### src/rtl/muldiv_pkg.sv
// ---------------------------------------------------------------------------
// muldiv_pkg
// Shared definitions for the iterative multiply/divide sequencer and the
// execute-stage ALU decoder.
//   - operand width and iteration count
//   - operation codes carried on the request channel
//   - ALU opcodes (shared with the ALU decoder)
//   - sequencer state encoding
//   - result selection helper
// ---------------------------------------------------------------------------
package muldiv_pkg;

  localparam int WIDTH = 32;
  localparam int ITERS = 32;
  localparam int CNT_W = $clog2(ITERS);

  typedef enum logic [1:0] {
    OP_MUL   = 2'b00,
    OP_MULHU = 2'b01,
    OP_DIVU  = 2'b10,
    OP_REMU  = 2'b11
  } op_e;

  localparam logic [2:0] ALU_ADD = 3'b000;
  localparam logic [2:0] ALU_SUB = 3'b001;

  typedef enum logic [1:0] {
    ST_IDLE = 2'b00,
    ST_RUN  = 2'b01,
    ST_DONE = 2'b10
  } state_e;

  // The upper register holds acc (multiply) or rem (divide); the lower one
  // holds mq (multiply) or quot (divide). MULHU and REMU both want the upper
  // register, MUL and DIVU the lower one, so op bit 0 alone selects.
  function automatic logic [WIDTH-1:0] pick_result(input op_e op,
                                                   input logic [WIDTH-1:0] hi,
                                                   input logic [WIDTH-1:0] lo);
    return op[0] ? hi : lo;
  endfunction

endpackage

### src/rtl/muldiv_sequencer_if.sv
// ---------------------------------------------------------------------------
// muldiv_sequencer_if
// Request/response handshake bundle between the execute stage and the
// multiply/divide sequencer.
//   in_valid/in_ready/in_op/in_a/in_b : operation request
//   out_valid/out_ready/out_data      : result return
// Modports:
//   master : execute stage side (issues requests, consumes results)
//   slave  : sequencer side
// ---------------------------------------------------------------------------
interface muldiv_sequencer_if;
  import muldiv_pkg::*;

  logic             in_valid;
  logic             in_ready;
  logic [1:0]       in_op;
  logic [WIDTH-1:0] in_a;
  logic [WIDTH-1:0] in_b;
  logic             out_valid;
  logic             out_ready;
  logic [WIDTH-1:0] out_data;

  modport master (
    output in_valid, in_op, in_a, in_b, out_ready,
    input  in_ready, out_valid, out_data
  );

  modport slave (
    input  in_valid, in_op, in_a, in_b, out_ready,
    output in_ready, out_valid, out_data
  );

endinterface

### src/rtl/muldiv_sequencer.sv
// ---------------------------------------------------------------------------
// muldiv_sequencer
// Iterative unsigned multiply/divide controller that borrows the shared
// 32-bit ALU: 32 shift-add steps for MUL/MULHU, 32 restoring subtract steps
// for DIVU/REMU. One operation in flight at a time.
//
// Ports:
//   i_clk, i_rst      clock, asynchronous active-high reset
//   i_kill            synchronous abort (pipeline flush), highest priority
//   bus               request/response handshake (slave side)
//   o_busy            high in RUN or DONE; execute stage stalls and hands
//                     the ALU over to this block
//   o_alu_a, o_alu_b  ALU operands
//   o_alu_op          ALU opcode (ALU_ADD / ALU_SUB)
//   i_alu_result      ALU result, consumed in the same cycle
//   i_alu_u_slt       ALU unsigned less-than flag (valid for ALU_SUB)
//
// state   | meaning
// --------+-----------------------------------------------------------
// ST_IDLE | waiting for a request, in_ready high, ALU inputs zeroed
// ST_RUN  | one ALU step per cycle, r_cnt counts 0..ITERS-1
// ST_DONE | result held on out_data with out_valid until out_ready
// ---------------------------------------------------------------------------
module muldiv_sequencer
  import muldiv_pkg::*;
(
  input  logic             i_clk,
  input  logic             i_rst,
  input  logic             i_kill,
  muldiv_sequencer_if.slave bus,
  output logic             o_busy,
  output logic [WIDTH-1:0] o_alu_a,
  output logic [WIDTH-1:0] o_alu_b,
  output logic [2:0]       o_alu_op,
  input  logic [WIDTH-1:0] i_alu_result,
  input  logic             i_alu_u_slt
);

  state_e           r_state;
  state_e           w_state_nxt;
  op_e              r_op;
  logic [WIDTH-1:0] r_acc;     // acc for multiply, rem for divide
  logic [WIDTH-1:0] r_mq;      // mq for multiply, quot for divide
  logic [WIDTH-1:0] r_mcand;   // mcand for multiply, dvs for divide
  logic [WIDTH-1:0] r_out_data;
  logic [CNT_W-1:0] r_cnt;

  logic             w_is_div;
  logic             w_last;
  logic [WIDTH-1:0] w_step_a;
  logic [WIDTH-1:0] w_step_b;
  logic             w_carry;
  logic             w_ok;
  logic [WIDTH-1:0] w_acc_nxt;
  logic [WIDTH-1:0] w_mq_nxt;

  assign w_is_div = r_op[1];
  assign w_last   = (r_cnt == CNT_W'(ITERS - 1));

  assign bus.out_data = r_out_data;

  // Operands for the current step; only forwarded to the ALU while in RUN.
  always_comb begin
    if (w_is_div) begin
      w_step_a = {r_acc[WIDTH-2:0], r_mq[WIDTH-1]};
      w_step_b = r_mcand;
    end else begin
      w_step_a = r_acc;
      w_step_b = r_mq[0] ? r_mcand : '0;
    end
  end

  // Next datapath values from the ALU result.
  always_comb begin
    // Add overflowed iff the sum wrapped below its first operand.
    w_carry = (i_alu_result < w_step_a);
    // A set rem MSB means the shifted partial remainder is >= 2^32, which
    // always exceeds the divisor even though the 32-bit compare says otherwise.
    w_ok    = r_acc[WIDTH-1] | ~i_alu_u_slt;
    if (w_is_div) begin
      w_acc_nxt = w_ok ? i_alu_result : w_step_a;
      w_mq_nxt  = {r_mq[WIDTH-2:0], w_ok};
    end else begin
      w_acc_nxt = {w_carry, i_alu_result[WIDTH-1:1]};
      w_mq_nxt  = {i_alu_result[0], r_mq[WIDTH-1:1]};
    end
  end

  always_ff @(posedge i_clk or posedge i_rst) begin
    if (i_rst) r_state <= ST_IDLE;
    else       r_state <= w_state_nxt;
  end

  always_comb begin
    w_state_nxt   = r_state;
    bus.in_ready  = 1'b0;
    bus.out_valid = 1'b0;
    o_busy        = 1'b0;
    o_alu_a       = '0;
    o_alu_b       = '0;
    o_alu_op      = ALU_ADD;
    case (r_state)
      ST_IDLE: begin
        bus.in_ready = 1'b1;
        if (bus.in_valid) w_state_nxt = ST_RUN;
      end
      ST_RUN: begin
        o_busy   = 1'b1;
        o_alu_a  = w_step_a;
        o_alu_b  = w_step_b;
        o_alu_op = w_is_div ? ALU_SUB : ALU_ADD;
        if (w_last) w_state_nxt = ST_DONE;
      end
      ST_DONE: begin
        o_busy        = 1'b1;
        bus.out_valid = 1'b1;
        if (bus.out_ready) w_state_nxt = ST_IDLE;
      end
      default: w_state_nxt = ST_IDLE;
    endcase
    if (i_kill) w_state_nxt = ST_IDLE;
  end

  always_ff @(posedge i_clk or posedge i_rst) begin
    if (i_rst) begin
      r_op       <= OP_MUL;
      r_acc      <= '0;
      r_mq       <= '0;
      r_mcand    <= '0;
      r_cnt      <= '0;
      r_out_data <= '0;
    end else if (i_kill) begin
      // Partial results are simply abandoned; out_data keeps its last value.
      r_cnt <= '0;
    end else begin
      case (r_state)
        ST_IDLE: begin
          if (bus.in_valid) begin
            r_op  <= op_e'(bus.in_op);
            r_acc <= '0;
            r_cnt <= '0;
            if (bus.in_op[1]) begin
              r_mq    <= bus.in_a;
              r_mcand <= bus.in_b;
            end else begin
              r_mq    <= bus.in_b;
              r_mcand <= bus.in_a;
            end
          end
        end
        ST_RUN: begin
          r_acc <= w_acc_nxt;
          r_mq  <= w_mq_nxt;
          r_cnt <= r_cnt + CNT_W'(1);
          if (w_last) r_out_data <= pick_result(r_op, w_acc_nxt, w_mq_nxt);
        end
        default: ;
      endcase
    end
  end

endmodule
### src/flat_wrapper.sv
// flat-port wrapper written by rule: the top's interface ports become plain ports
module muldiv_sequencer_flat import muldiv_pkg::*;
  (i_clk, i_rst, i_kill, o_busy, o_alu_a, o_alu_b, o_alu_op, i_alu_result, i_alu_u_slt, bus_in_valid, bus_in_op, bus_in_a, bus_in_b, bus_out_ready, bus_in_ready, bus_out_valid, bus_out_data);
  muldiv_sequencer_if bus_i ();
  input  logic i_clk;
  input  logic i_rst;
  input  logic i_kill;
  output logic o_busy;
  output logic [WIDTH-1:0] o_alu_a;
  output logic [WIDTH-1:0] o_alu_b;
  output logic [2:0] o_alu_op;
  input  logic [WIDTH-1:0] i_alu_result;
  input  logic i_alu_u_slt;
  input wire logic [$bits(bus_i.in_valid)-1:0] bus_in_valid;
  input wire logic [$bits(bus_i.in_op)-1:0] bus_in_op;
  input wire logic [$bits(bus_i.in_a)-1:0] bus_in_a;
  input wire logic [$bits(bus_i.in_b)-1:0] bus_in_b;
  input wire logic [$bits(bus_i.out_ready)-1:0] bus_out_ready;
  output wire logic [$bits(bus_i.in_ready)-1:0] bus_in_ready;
  output wire logic [$bits(bus_i.out_valid)-1:0] bus_out_valid;
  output wire logic [$bits(bus_i.out_data)-1:0] bus_out_data;
  assign bus_i.in_valid = bus_in_valid;
  assign bus_i.in_op = bus_in_op;
  assign bus_i.in_a = bus_in_a;
  assign bus_i.in_b = bus_in_b;
  assign bus_i.out_ready = bus_out_ready;
  assign bus_in_ready = bus_i.in_ready;
  assign bus_out_valid = bus_i.out_valid;
  assign bus_out_data = bus_i.out_data;
  muldiv_sequencer u_core (.i_clk(i_clk), .i_rst(i_rst), .i_kill(i_kill), .bus(bus_i), .o_busy(o_busy), .o_alu_a(o_alu_a), .o_alu_b(o_alu_b), .o_alu_op(o_alu_op), .i_alu_result(i_alu_result), .i_alu_u_slt(i_alu_u_slt));
endmodule
### config.mk
export PLATFORM = sky130hd
export DESIGN_NAME = muldiv_sequencer_flat
export DESIGN_NICKNAME = d
export VERILOG_FILES = /design/src/rtl/muldiv_pkg.sv /design/src/rtl/muldiv_sequencer_if.sv /design/src/rtl/muldiv_sequencer.sv /design/src/flat_wrapper.sv
export SDC_FILE = /design/constraint.sdc
export NUM_CORES = 1
export LEC_CHECK = 0
export CAP_MARGIN = 20
export CORE_MARGIN = 3
export CORE_UTILIZATION = 40
export DETAILED_ROUTE_END_ITERATION = 16
export PLACE_DENSITY = 0.67
export SYNTH_ARGS = -nofsm -noshare
export SYNTH_HDL_FRONTEND = slang
export SYNTH_SLANG_ARGS = --single-unit
export TNS_END_PERCENT = 30
### constraint.sdc
create_clock -name i_clk -period 4.6 [get_ports i_clk]
set_input_delay 0.92 -clock i_clk [delete_from_list [all_inputs] [get_ports i_clk]]
set_output_delay 0.92 -clock i_clk [all_outputs]
set_load 0.01 [all_outputs]
**Yosys cells after proc, flatten, opt, wreduce, memory -nomap -nowiden**

Cells that the tools add are included.

- Register bits after elaboration: 137
- Latch bits: 0
- Memory bits (writable): 0
- ROM bits: 0
- Input bits: 104
- Output and inout bits: 102
- Logic and storage cells: 56
- Memories kept: 0

- Add/sub/neg operators: 1
- Multipliers: 0
- Div/mod/pow operators: 0
- Magnitude comparators: 1
- Equality and inequality tests: 7
- Shifts and indexed selects: 0
- Muxes and demuxes: 28
- Bitwise operators: 3
- Reduce and logical (&&, ||, !) cells: 9

Operator list:

| operator | number |
|---|---|
| two-way mux 32 bit | 13 |
| one-hot mux 32 bit (2 select lines) | 2 |
| less-than comparator 32 bit | 1 |
| AND reduction 3 bit | 4 |
| two-way mux 5 bit | 2 |
| one-hot mux 5 bit (2 select lines) | 1 |
| two-way mux 2 bit | 4 |
| != test 3 bit, second input constant | 2 |
| one-hot mux 2 bit (3 select lines) | 1 |
| adder 5 x 1 -> 5 bit, second input constant | 1 |
| equality test 5 bit, second input constant | 1 |
| two-way mux 1 bit | 4 |
| two-way mux 3 bit | 1 |
| != test 3 x 2 -> 1 bit, second input constant | 1 |
| nonzero test 3 bit | 1 |
| equality test 2 x 1 -> 1 bit, second input constant | 1 |
| equality test 2 bit, second input constant | 1 |
| zero test 2 bit | 1 |
| != test 2 bit, second input constant | 1 |
| inverter 1 bit | 2 |
| AND reduction 2 bit | 1 |
| nonzero test 2 bit | 1 |
| OR reduction 2 bit | 1 |
| bitwise OR 1 bit | 1 |

**Logic depth before layout (Yosys ltp)**

Gate-level depths: netlist (run 1).

- Word-level depth: 5
- Mapped depth: 11
- Depth with buffers taken out: 8

**Worst setup path after synthesis (run 1)**

Ideal clock, no wire load.

- Path kind: reg-to-output
- From: register u_core.r_state[1]
- To: output port o_alu_b[10]
- Arrival: 1,413 ps
- Data required time: 3,680 ps
- Slack: 2,267 ps
- Stages on the path, launching flop included: 8
- Path buffers: 2
- Cells stage by stage: dfrtp_1 inv_1 ha_1 buf_2 inv_2 nor2_1 clkbuf_1 and2_1

- Cells in the longest elaborated chain, start to end: 2

RTL lines:

| element | RTL line | source |
|---|---|---|
| start, declared | muldiv_sequencer.sv:39 | `state_e r_state;` |
| start signal, assigned | muldiv_sequencer.sv:91 | `else r_state <= w_state_nxt;` |
| equality test 2 x 1 -> 1 bit | muldiv_sequencer.sv:102 | `case (r_state)` |
| two-way mux 32 bit | muldiv_sequencer.sv:102 |  |
| end, declared | flat_wrapper.sv:10 | `output logic [WIDTH-1:0] o_alu_b;` |

Every way passes these cells.

**Worst setup path after layout (run 1)**

- From: register u_core.r_state[1]
- To: output port o_alu_b[7]

The elaborated chain is that of the path after synthesis.

==> metrics.txt, run 1 <==
status finished, final reports clean; First-pass DRT Iterations 5; Yosys warnings 0; DRT iter0 DRCs 360; total of max-cap violations 0; Final #Nets 1264; Hold Violations, Final 0; Worst-path clk slew 60 ps; hold crit path type flop to flop; crit path cell chain inv_1, ha_2, inv_2, nor2_1, buf_4, and2_1, clkdlybuf4s50_1; Hold Buf Count CTS 0; # rows 54; grt ovf 0; WL per Instance 17.59 um; Fin Hold WS ~480 ps; vias in the first global route 7544; Yosys reg bits 137; top cells by area, synth dfrtp_1, mux2i_1, o21ai_0; total track usage 20.72%; GPL Wtd Cong around 0.80; CP arrival 2910 ps; unrepaired setup endpoints after global routing no; post-CTS setup buffers 0; mapped cell area 8930 sq um; Syn Area/Cell 9.225 sq um; TritonCTS clock tree done; worst endpoint required time about 3700 ps; I/O Pins 206; clock buffer depth 2; first-pass GRT wire length between 40000 and 50000 um; DP HPWL 17780 um; Syn Inst Count 968; Clock Latency Late Sink 420 ps; die height 155.4 um; routed wl met2 10610 um; H-tree levels 4; Final setup viols 0; WP buf/inv 4; clock sinks approximately 140; Critical Path Slowest Stage Cell clkdlybuf4s50_1; Detail Route Antenna Nets 0; worst-margin pin slew between 1000 and 1500 ps; die area approximately 24000 sq um; most common cell in the netlist mux2i_1; number of remaining DRC errors 0; Top Metal Used met4; Synth Flop Type dfrtp_1; register area share after synthesis 38.39%; startpoint types flop; post-synth cell types 48; Final Power about 0.0066 W; fill count between 2000 and 2500; Core ar. 21890 sq um; Worst slew margin between 20% and 30%; Power Density 573.8 nW/um^2; Hold Startpoint u_core.r_mcand[23]$_DFFE_PP0P_; Slew Limit Fails 0; Root Buffer clkbuf_16; FMAX approximately 260 MHz; vias 7439; vias per inst 5.254; layout cells sized above 1 under 10%; EDFF count, synth 0; WL met1 12700 um; PortBufs between 200 and 250; Worst path max stage delay 540 ps; Crit. Startpoint u_core.r_state[1]$_DFFE_PP0P_; Antenna diodes 0; Setup crit end kind primary output; area occupied by multi-input gates 5045 sq um; Seq. cell area 3433 sq um; initial antenna violation count 0; largest net degree at the start of global routing 95; Initial Util 40.79%; metal3 WL approximately 1400 um; Tcrit/Tclk final between 80 and 90%; delay-heaviest family, CP buffers and inverters; type of the worst setup path flop to primary output; Num CTS Buffers 17; Final min period between 3000 and 4000 ps; RR Startpoint u_core.r_op[1]$_DFFE_PP0P_; clock skew 8.308 ps; largest area contributor in the netlist dfrtp_1; Setup TNS Final 0 ps; Resized cells post-CTS 0; Area Growth Syn to Fin 29.38%; area share of the largest cell type after synthesis 38.39%; fraction of registers with async set or reset after synthesis 100.0%; VDD IR max 0.3256 mV; drt total wl 24910 um; critical-path maximum fanout 36; most common library cells after synthesis mux2i_1, dfrtp_1, nand2_1; Die X-Extent 155.4 um; Leak 5.168 nW
## layer usage
| layer | vias up | track usage [%] |
|---|---|---|
| li1 | 3722 | - |
| met1 | 3513 | 31.07 |
| met2 | 188 | 30.85 |
| met3 | 16 | 4.423 |
| met4 | 0 | 4.293 |
| met5 | - | 0 |
## power by group
group | internal [W] | switching (W) | leakage, nW
Sequential | 0.00164 | 0.000513 | 1.80
Clock | 0.000819 | 0.000533 | 0.276
Combinational | 0.00147 | 0.00166 | 3.09
## worst register-to-register path, stage by stage, from the launching register on
cell and delay [ps]:
dfrtp_4 840, buf_4 580, mux2i_1 370, ha_1 310, and4_1 230, nor2b_1 150
o311ai_2 250, a21oi_1 140, o21ai_1 140
## path summary, 6_finish.rpt
path                                                   to  slack (ps)  depth (start not counted)
min in group asynchronous     u_core.r_acc[5]$_DFFE_PP0P_        1080                          2
hold / removal             u_core.r_mcand[23]$_DFFE_PP0P_         480                          2
setup / recovery                               o_alu_b[7]         770                          7
max in group asynchronous      u_core.r_op[0]$_DFFE_PP0P_        2720                          3
hold reg to reg            u_core.r_mcand[23]$_DFFE_PP0P_         480                          2
setup reg to reg             u_core.r_acc[31]$_DFFE_PP0P_        1540                          8
## state kept, by name, summed over array words and instances, names as in the netlist
| signal | flops |
|---|---|
| u_core.r_mcand | 32 |
| u_core.r_op | 2 |
| u_core.r_acc | 32 |
| u_core.r_mq | 32 |
| u_core.bus.out_data | 32 |
| u_core.r_cnt | 5 |
| u_core.r_state | 2 |
## placed cells by master, fill, tap and decap left out, drive strengths merged, types with 3 or more instances in the layout
cell and instances:
clkinvlp 5, a21oi 80, clkinv 6, nand3 6, and2 33, o21ai 107
mux2i 163, mux2 34, a22o 31, inv 8, ha 37, nor2 108
clkdlybuf4s50 202, dfrtp 137, buf 10, nor2b 3, clkbuf 19, nand2 111
## metrics by stage
step                cells  utilization (%)  worst slack [ps]  cell area (sq um)
CTS                  1416            52.78             745.7              11550
detailed placement   1384            50.13              1206              10970
floorplan             969                -             12.19               8934
global route         1416            52.78             578.0              11550
finish               1416            52.78             771.7              11550
global placement     1384            50.13              1300              10970
## cell type report
class / count / area share, %
inverters: 8 / 0.3032
flip-flops and latches: 137 / 29.72
multi-input cells: 747 / 43.66
clock buffers: 19 / 3.920
well taps: 280 / 3.032
repair buffers: 212 / 18.26
clock inverters: 13 / 1.105
## cells by family (layout without fill, tap and decap cells)
kind of cell / after synthesis / count (layout) / share of synthesized area, %
AND/OR/NAND/NOR: 275 / 275 / 13.18
AO/OA/AOI/OAI: 235 / 235 / 15.31
multiplexers: 197 / 197 / 22.56
flip-flops: 137 / 137 / 38.39
buffers and inverters: 85 / 252 / 5.226
adder cells (fa/ha/maj): 37 / 37 / 5.184
other: 1 / 2 / 0.04199
XOR/XNOR: 1 / 1 / 0.09810
Power figures use the tool's default switching activity.
==> inputs of run 2 (changes only) <==
==> constraint.sdc (replaced) <==
create_clock -name i_clk -period 3.2 [get_ports i_clk]
set_input_delay 0.64 -clock i_clk [delete_from_list [all_inputs] [get_ports i_clk]]
set_output_delay 0.64 -clock i_clk [all_outputs]
set_load 0.01 [all_outputs]
==> run 2 against run 1 <==
Against the previous run: register-to-register slack lost 900 ps; combinational power grew 51%; highest routed layer unchanged; critical endpoint is now o_alu_a[16]; clock power grew 54%; largest power group unchanged.
==> metrics.txt, run 2 (synthesis gave the netlist of run 1 again) <==
status finished, final reports clean; layout cells sized above 1 8.783%; Resized cells post-CTS 0; initial antenna violation count 0; clock sinks 137; die height 155.4 um; Detail Route Antenna Nets 0; Fin Hold WS 466.9 ps; total of max-cap violations 0; largest net degree at the start of global routing 93; Final setup viols 0; DRT iter0 DRCs between 400 and 500; DP HPWL around 19000 um; Setup crit end kind primary output; most common cell after layout, fill and taps aside clkdlybuf4s50_1; Final Power ~0.0098 W; startpoint types flop; worst-margin pin slew roughly 1000 ps; Area Growth Syn to Fin 31.76%; Setup TNS Final 0 ps; I/O Pins 206; number of remaining DRC errors 0; Core ar. approximately 22000 sq um; Die X-Extent 155.4 um; post-route insts no fill 1430; clock buffer depth 2; Hold Buf Count CTS 0; Final min period 2966 ps; clock group share of total power about a fifth; VDD IR max 0.4042 mV; clock skew 8.294 ps; post-CTS setup buffers 0; Initial Util 40.79%; sequential power share 30.8%; Logic pwr share 48.0%; hold crit path type flop to flop; most frequent cells in the layout clkdlybuf4s50_1, mux2i_1, dfrtp_1; first-pass GRT wire length 40810 um; die area 24150 sq um; Clock Latency Late Sink around 420 ps; FMAX roughly 340 MHz; Root Buffer clkbuf_16; vias per inst ~5.3; WL per Instance 17.64 um; vias in the first global route 7565; TritonCTS clock tree done; vias 7523; worst endpoint required time about 2600 ps; grt ovf 0; critical-path maximum fanout 34; switch share 39.56%; # rows 54; Worst-path clk slew 50 ps; drt total wl 25220 um; total track usage 20.97%; Leak 5.291 nW; flop2flop setup slack 640 ps; Cells after DPL 1399; type of the worst setup path flop to primary output; unrepaired setup endpoints after global routing no; PortBufs 203; Num CTS Buffers 17; Hold Violations, Final 0; Antenna diodes 0; Worst slew margin 32.29%; switching pwr 0.003883 W; fill count between 2000 and 2500; CP arrival 2330 ps; First-pass DRT Iterations 5; Power Density 834.3 nW/um^2; H-tree levels 4; Internal Power slightly below 0.006 W; Final #Nets 1279; Seq. cell area 3433 sq um; area occupied by multi-input gates between 5000 and 6000 sq um; GPL Wtd Cong approximately 0.85; Tcrit/Tclk final 92.69%; Slew Limit Fails 0
-- run 2: power groups by stage --
stage	registers, W	logic [W]	clock network (W)
6_report	0.00302	0.00471	0.00208
5_1_grt	0.00313	0.00527	0.00219
4_1_cts	0.00301	0.00474	0.00212
3_5_place_dp	0.00303	0.00472	0
3_3_place_gp	0.00303	0.00463	0
2_1_floorplan	0.00270	0.00352	0
-- run 2: path summary, 6_finish.rpt --
path	startpoint	to	depth (start not counted)
setup / recovery	u_core.r_op[1]$_DFFE_PP0P_	o_alu_a[16]	5
hold / removal	u_core.r_mcand[26]$_DFFE_PP0P_	u_core.r_mcand[26]$_DFFE_PP0P_	2
setup reg to reg	u_core.r_op[1]$_DFFE_PP0P_	u_core.bus.out_data[31]$_DFFE_PP0P_	8
hold reg to reg	u_core.r_mcand[26]$_DFFE_PP0P_	u_core.r_mcand[26]$_DFFE_PP0P_	2
max in group asynchronous	i_rst	u_core.r_mcand[22]$_DFFE_PP0P_	3
min in group asynchronous	i_rst	u_core.bus.out_data[8]$_DFFE_PP0P_	2
-- run 2: critical path: stages, from the launching register on --
cell and delay (ps):
dfrtp_4 600, buf_12 260, buf_4 230, mux2i_1 260, nor2_1 60, clkdlybuf4s50_1 490
-- run 2: per-stage QoR --
stage          worst slack (ps)  instance area, sq um  util [%]
6_report                  233.9                 11770     53.75
5_1_grt                   98.72                 11770     53.75
4_1_cts                   224.9                 11770     53.75
3_5_place_dp              595.5                 11150     50.92
3_3_place_gp              622.6                 11150     50.92
2_1_floorplan             852.9                  8937         -
-- run 2: final cells by class --
| class | instances | area share [%] |
|---|---|---|
| repair buffers | 227 | 19.42 |
| well taps | 280 | 2.977 |
| flip-flops and latches | 137 | 29.18 |
| clock inverters | 9 | 1.234 |
| multi-input cells | 747 | 42.88 |
| clock buffers | 22 | 4.030 |
| inverters | 8 | 0.2871 |
-- run 2: layer usage --
| metal | routed length [um] | track usage [%] | vias to the layer above |
|---|---|---|---|
| met1 | 12430 | 31.06 | 3535 |
| li1 | - | - | 3750 |
| met5 | 0 | 0 | - |
| met4 | 337 | 4.960 | 0 |
| met3 | 1581 | 4.673 | 23 |
| met2 | 10870 | 31.24 | 215 |
